**config.mk**
```make
export PLATFORM = sky130hd
export DESIGN_NAME = serial_pattern_gen
export DESIGN_NICKNAME = d
export VERILOG_FILES = /design/src/rtl/serial_gen_pkg.sv /design/src/rtl/piso_shreg.sv /design/src/rtl/serial_pattern_gen.sv
export SDC_FILE = /design/constraint.sdc
export NUM_CORES = 1
export LEC_CHECK = 0
export ABC_AREA = 0
export CELL_PAD_IN_SITES_DETAIL_PLACEMENT = 1
export CELL_PAD_IN_SITES_GLOBAL_PLACEMENT = 2
export CORE_UTILIZATION = 26
export CTS_CLUSTER_DIAMETER = 80
export CTS_CLUSTER_SIZE = 20
export DETAILED_ROUTE_END_ITERATION = 16
export PLACE_DENSITY = 0.8
export REMOVE_ABC_BUFFERS = 1
export SLEW_MARGIN = 40
export SYNTH_ARGS = -nofsm -noshare
export SYNTH_HDL_FRONTEND = slang
export SYNTH_SLANG_ARGS = --single-unit
```
**constraint.sdc**
```tcl
create_clock -name clk -period 1.2 [get_ports clk]
set_input_delay 0.3 -clock clk [delete_from_list [all_inputs] [get_ports clk]]
set_output_delay 0.3 -clock clk [all_outputs]
set_load 0.03 [all_outputs]
```
**src/rtl/serial_gen_pkg.sv**
```systemverilog
// ---------------------------------------------------------------------------
// serial_gen_pkg
// Shared definitions for the serial pattern generator:
//   - state_t        : FSM state encoding (IDLE=0, SHIFT=1, DONE=2; 3 illegal)
//   - DEF_WIDTH      : default pattern width
//   - DEF_CNT_W      : default bit-count width
//   - clamp_len()    : maps a requested length to the number of bits sent
// ---------------------------------------------------------------------------
package serial_gen_pkg;

    localparam int DEF_WIDTH = 8;
    localparam int DEF_CNT_W = 4;

    typedef enum logic [1:0] {
        IDLE  = 2'd0,
        SHIFT = 2'd1,
        DONE  = 2'd2
    } state_t;

    // A zero or oversize request means "send the whole word".
    function automatic int unsigned clamp_len(input int unsigned len,
                                              input int unsigned width);
        return ((len == 0) || (len > width)) ? width : len;
    endfunction

endpackage

```
**src/rtl/piso_shreg.sv**
```systemverilog
// ---------------------------------------------------------------------------
// piso_shreg
// WIDTH-bit parallel-in / serial-out shift register.
// Ports:
//   clk     : rising-edge clock
//   rst     : asynchronous active-low reset (clears the register)
//   load    : capture data (has priority over shift)
//   shift   : advance one bit, zero-filling the vacated end
//   data    : parallel load value
//   ser_out : bit currently presented for transmission
// Build option: SERIAL_LSB_FIRST_EN defined -> bit 0 first, shifts right;
//               undefined -> bit WIDTH-1 first, shifts left.
// ---------------------------------------------------------------------------
module piso_shreg
    import serial_gen_pkg::*;
#(
    parameter int WIDTH = DEF_WIDTH
) (
    input  logic             clk,
    input  logic             rst,
    input  logic             load,
    input  logic             shift,
    input  logic [WIDTH-1:0] data,
    output logic             ser_out
);

    logic [WIDTH-1:0] shreg;

    // NOTE: sequential state uses non-blocking (<=) so every register samples
    // pre-edge values regardless of statement order.
    always_ff @(posedge clk or negedge rst) begin
        if (!rst) begin
            // NOTE: the data register is reset so an aborted pattern can never
            // leak leftover bits after reset is released.
            shreg <= '0;
        end else if (load) begin
            shreg <= data;
        end else if (shift) begin
`ifdef SERIAL_LSB_FIRST_EN
            shreg <= shreg >> 1;
`else
            shreg <= shreg << 1;
`endif
        end
    end

`ifdef SERIAL_LSB_FIRST_EN
    assign ser_out = shreg[0];
`else
    assign ser_out = shreg[WIDTH-1];
`endif

endmodule

```
**src/rtl/serial_pattern_gen.sv**
```systemverilog
// ---------------------------------------------------------------------------
// serial_pattern_gen
// Parallel-to-serial stimulus generator. A word plus bit count is accepted
// over a valid/ready handshake in IDLE and shifted out one bit per clock,
// framed by a frame_start pulse on the first bit and a done pulse after the
// last bit.
// Ports:
//   clk, rst     : clock, asynchronous active-low reset
//   load_valid   : load request (only honoured in IDLE)
//   load_ready   : generator can accept a pattern
//   load_data    : pattern word (sampled on the accept edge only)
//   load_len     : bits to send; 0 or > WIDTH means WIDTH
//   x, x_valid   : serial bit and its qualifier
//   frame_start  : pulse on the first bit of a pattern
//   done         : pulse in the cycle after the last bit
//   busy         : state is not IDLE
// Build option: SERIAL_LSB_FIRST_EN selects LSB-first transmission (see
// piso_shreg); handshake and timing are identical in both builds.
// All outputs come from registers; no input reaches an output combinationally.
// ---------------------------------------------------------------------------
module serial_pattern_gen
    import serial_gen_pkg::*;
#(
    parameter int WIDTH = DEF_WIDTH,
    parameter int CNT_W = DEF_CNT_W
) (
    input  logic             clk,
    input  logic             rst,
    input  logic             load_valid,
    output logic             load_ready,
    input  logic [WIDTH-1:0] load_data,
    input  logic [CNT_W-1:0] load_len,
    output logic             x,
    output logic             x_valid,
    output logic             frame_start,
    output logic             done,
    output logic             busy
);

    state_t           state;
    logic [CNT_W-1:0] cnt;
    logic             ser_out;
    logic             accept;

    assign accept = (state == IDLE) && load_valid;

    piso_shreg #(.WIDTH(WIDTH)) u_shreg (
        .clk     (clk),
        .rst     (rst),
        .load    (accept),
        .shift   (state == SHIFT),
        .data    (load_data),
        .ser_out (ser_out)
    );

    // Once a short pattern has gone out the register still holds the unsent
    // tail, so x is gated to read 0 outside SHIFT.
    assign x = x_valid & ser_out;

    // Output flags are registered alongside the state, each set to the value
    // it must have in the state being entered.
    always_ff @(posedge clk or negedge rst) begin
        if (!rst) begin
            state       <= IDLE;
            cnt         <= '0;
            load_ready  <= 1'b1;
            x_valid     <= 1'b0;
            frame_start <= 1'b0;
            done        <= 1'b0;
            busy        <= 1'b0;
        end else begin
            frame_start <= 1'b0;
            done        <= 1'b0;
            case (state)
                IDLE: begin
                    if (load_valid) begin
                        state       <= SHIFT;
                        cnt         <= CNT_W'(clamp_len(32'(load_len), WIDTH));
                        load_ready  <= 1'b0;
                        x_valid     <= 1'b1;
                        frame_start <= 1'b1;
                        busy        <= 1'b1;
                    end
                end
                SHIFT: begin
                    cnt <= cnt - 1'b1;
                    if (cnt == CNT_W'(1)) begin
                        state   <= DONE;
                        x_valid <= 1'b0;
                        done    <= 1'b1;
                    end
                end
                DONE: begin
                    state      <= IDLE;
                    busy       <= 1'b0;
                    load_ready <= 1'b1;
                end
                default: begin
                    // Illegal encoding: fall back to a clean IDLE.
                    state      <= IDLE;
                    cnt        <= '0;
                    load_ready <= 1'b1;
                    x_valid    <= 1'b0;
                    busy       <= 1'b0;
                end
            endcase
        end
    end

endmodule

```
==> results.yml <==
yosys:
  yosys.area_share.simple_pct: 13.5
  async_flop_share_pct: 100
  synth_area_leaders: "dfrtp_1, o22ai_1, a21oi_1, dfstp_2, ha_1"
  synth_top_area_share_pct: 49.7
  ys_warn_count: 0
  synth_top_family_by_area: "compound AO/OA/AOI/OAI gates"
  seq_area_frac_synth_pct: 52.6
  synth.avg_cell_area_um2: 9.97
  synth_cells: 91
  synth_area_um2: 907
  synth_edf_count: 0
  synthXorXnorAreaFrac_pct: 0.966
  ys_types: 31
  synth.area.mux_share_pct: 0
  ys_ff_latch: 19
  synth_common_cells: "dfrtp_1, o22ai_1, a21oi_1"
  synth_fa_ha_area_share_pct: 2.76
  synth_top_area_cell: "dfrtp_1"
  synth_compound_area_share_pct: 24.6
  synth_most_common_cell: "dfrtp_1"
  yosys_most_used_dff: "dfrtp_1"
setup_path:
  cp-start-kind: "register"
  crit_path_end_kind: "register"
  max_stage_delay_ns: 0.41
  arrival_ns: 1.60
  slowest_stage: "dfrtp_1"
  crit_family: "simple AND/OR/NAND/NOR gates"
  cp_num_buf_inv: 0
  crit_path_max_fanout: 3
  required_ns: 1.45
  critPathKind: "register to register"
  crit_chain: "or3_4, or4_1, nand4_1"
final_layout:
  num_antenna_cells: 0
  finish.utilization_pct: 41.2
  fin_cells: 176
  drive_gt1_share_pct: 33.8
  area_growth_pct: 51.7
  fin_nets: 148
clock_tree:
  clock_sinks: 19
  cts.clk_slew.worst_paths_ns: 0.11
  hold_buffers: 0
  cts_root_buffer: "clkbuf_4"
  clk_latency_ns: 0.31
  cts-buffers-inserted: 3
  cts_tree: "yes"
  cts_max_path_buffers: 2
  htree_levels: 1
floorplanning:
  die_w_um: 61.1
  rows: 21
  core_area_mm2: 0.00334
  die_area_mm2: 0.00373
  fp.dieH_um: 61.1
  start_util_pct: 27.2
  io_pins: 21
run:
  maxCapViolCount: 0
route:
  vias: 880
  wl_um: 2630
  drtIter0Drc: 42
  dr.pass1.iters: 4
  wire_per_inst_um: 14.9
  drc: 0
  avgViaCountPerCell: 5.00
  drtAntennaViolNets: 0
timing:
  max_freq_mhz: 742
  rsz0062_at_grt: "yes"
  setup_viol: 9
  fin_crit_sh_pct: 112
  drv_slew: 0
  tns_ns: -0.806
  fin_ws_ns: -0.148
  worst_clock_skew_ns: 0.00772
  hold_ws_ns: 0.309
  hold_viol: 0
  max-slew-margin-rel_pct: 80.6
  worst_slew_pin_slew_ns: 0.288
  period_minus_slack_ns: 1.35
status:
  violations: "setup timing"
  status: "complete, but fails checks"
power:
  power_density_mw_per_mm2: 2430
  ir_worst_vdd_v: 0.000627
  p_leak_nw: 0.607
global_route:
  grt_max_degree: 14
  grt_pass1_wl_um: 4120
  grt_pass1_vias: 876
  grt_util_all_layers_pct: 15.5
  antenna_found_initial: 0
  overflow: 0
worst_hold_path:
  hp-class: "input port to async pin"
placement:
  gp_congestion: 0.897
  io_buffers: 20
  dp_hpwl_um: 1950
  dp_cells: 166
[timing repair]
| action | CTS | global route |
|---|---|---|
| setup endpoints to repair | 15 | 22 |
| setup buffers | 3 | 3 |
| resized for setup | 8 | 12 |
| pin swaps | 4 | 3 |
[kinds of logic after synthesis]
logic type                 after synthesis
adders and majority gates                2
xor gates and xnor gates                 1
DFF                                     19
and+or+nand+nor                         22
AOI/OAI and AO/OA                       36
buffers and inverters                   11
[sequential cells by signal (all words and copies together) (netlist names)]
| signal | cells |
|---|---|
| state | 2 |
| x_valid | 1 |
| load_ready | 1 |
| frame_start | 1 |
| done | 1 |
| cnt | 4 |
| busy | 1 |
| u_shreg.shreg | 8 |
[report_power, final]
group / leakage (nW) / internal (mW) / switching (mW) / total (mW)
Sequential: 0.222 / 0.936 / 0.235 / 1.17
Combinational: 0.367 / 0.941 / 0.892 / 1.83
Clock: 0.0177 / 0.125 / 0.210 / 0.335
Total: 0.607 / 2.00 / 1.34 / 3.34
[final timing paths]
kind                       slack [ns]  startpoint  cells after the start     endpoint
max                             -0.15      cnt[1]                      3       cnt[3]
min                              0.31         rst                      2         busy
max reg2reg                     -0.15      cnt[1]                      3       cnt[3]
min reg2reg                      0.54  load_ready                      1   load_ready
max in group asynchronous        0.66         rst                      2   load_ready
min in group clk                 0.44  load_valid                      4  frame_start
[cells in the final DEF (no fill, tap or decap), types with 2 or more instances in the layout]
master and count:
buf_4 22, dfrtp_1 17, o22ai_1 15, clkdlybuf4s50_1 13, a21oi_1 12, buf_6 5, nand2_1 4, inv_1 3
nor2_1 3, clkbuf_4 3, nand2b_4 2, o211ai_1 2, nand4_1 2, nor2b_1 2
[stage by stage]
step	worst slack [ns]	instance area (µm²)	power [mW]
2_1_floorplan	-0.234	875	2.01
3_3_place_gp	-0.388	1230	2.60
3_5_place_dp	-0.463	1230	2.70
4_1_cts	-0.143	1300	3.18
5_1_grt	-0.174	1380	3.60
6_report	-0.148	1380	3.34
[layout make-up]
cell class | instances | area (µm²)
fill | 392 | 1960
sequential | 19 | 478
multi-input combinational | 61 | 428
timing repair buffer | 41 | 364
tap | 46 | 57.6
clock buffer | 3 | 22.5
inverter | 5 | 21.3
clock inverter | 1 | 5.00
[layer usage]
layer / part of all wire, % / up-vias / wire length (µm) / global-route usage [%]
met5: 0 / - / 0 / 0
met4: 1.9 / 0 / 49 / 4.87
met3: 3.1 / 6 / 81 / 3.99
met2: 51 / 21 / 1340 / 26.4
met1: 44 / 432 / 1160 / 19.2
li1: - / 421 / - / -
(Power assumes the default switching activity.)
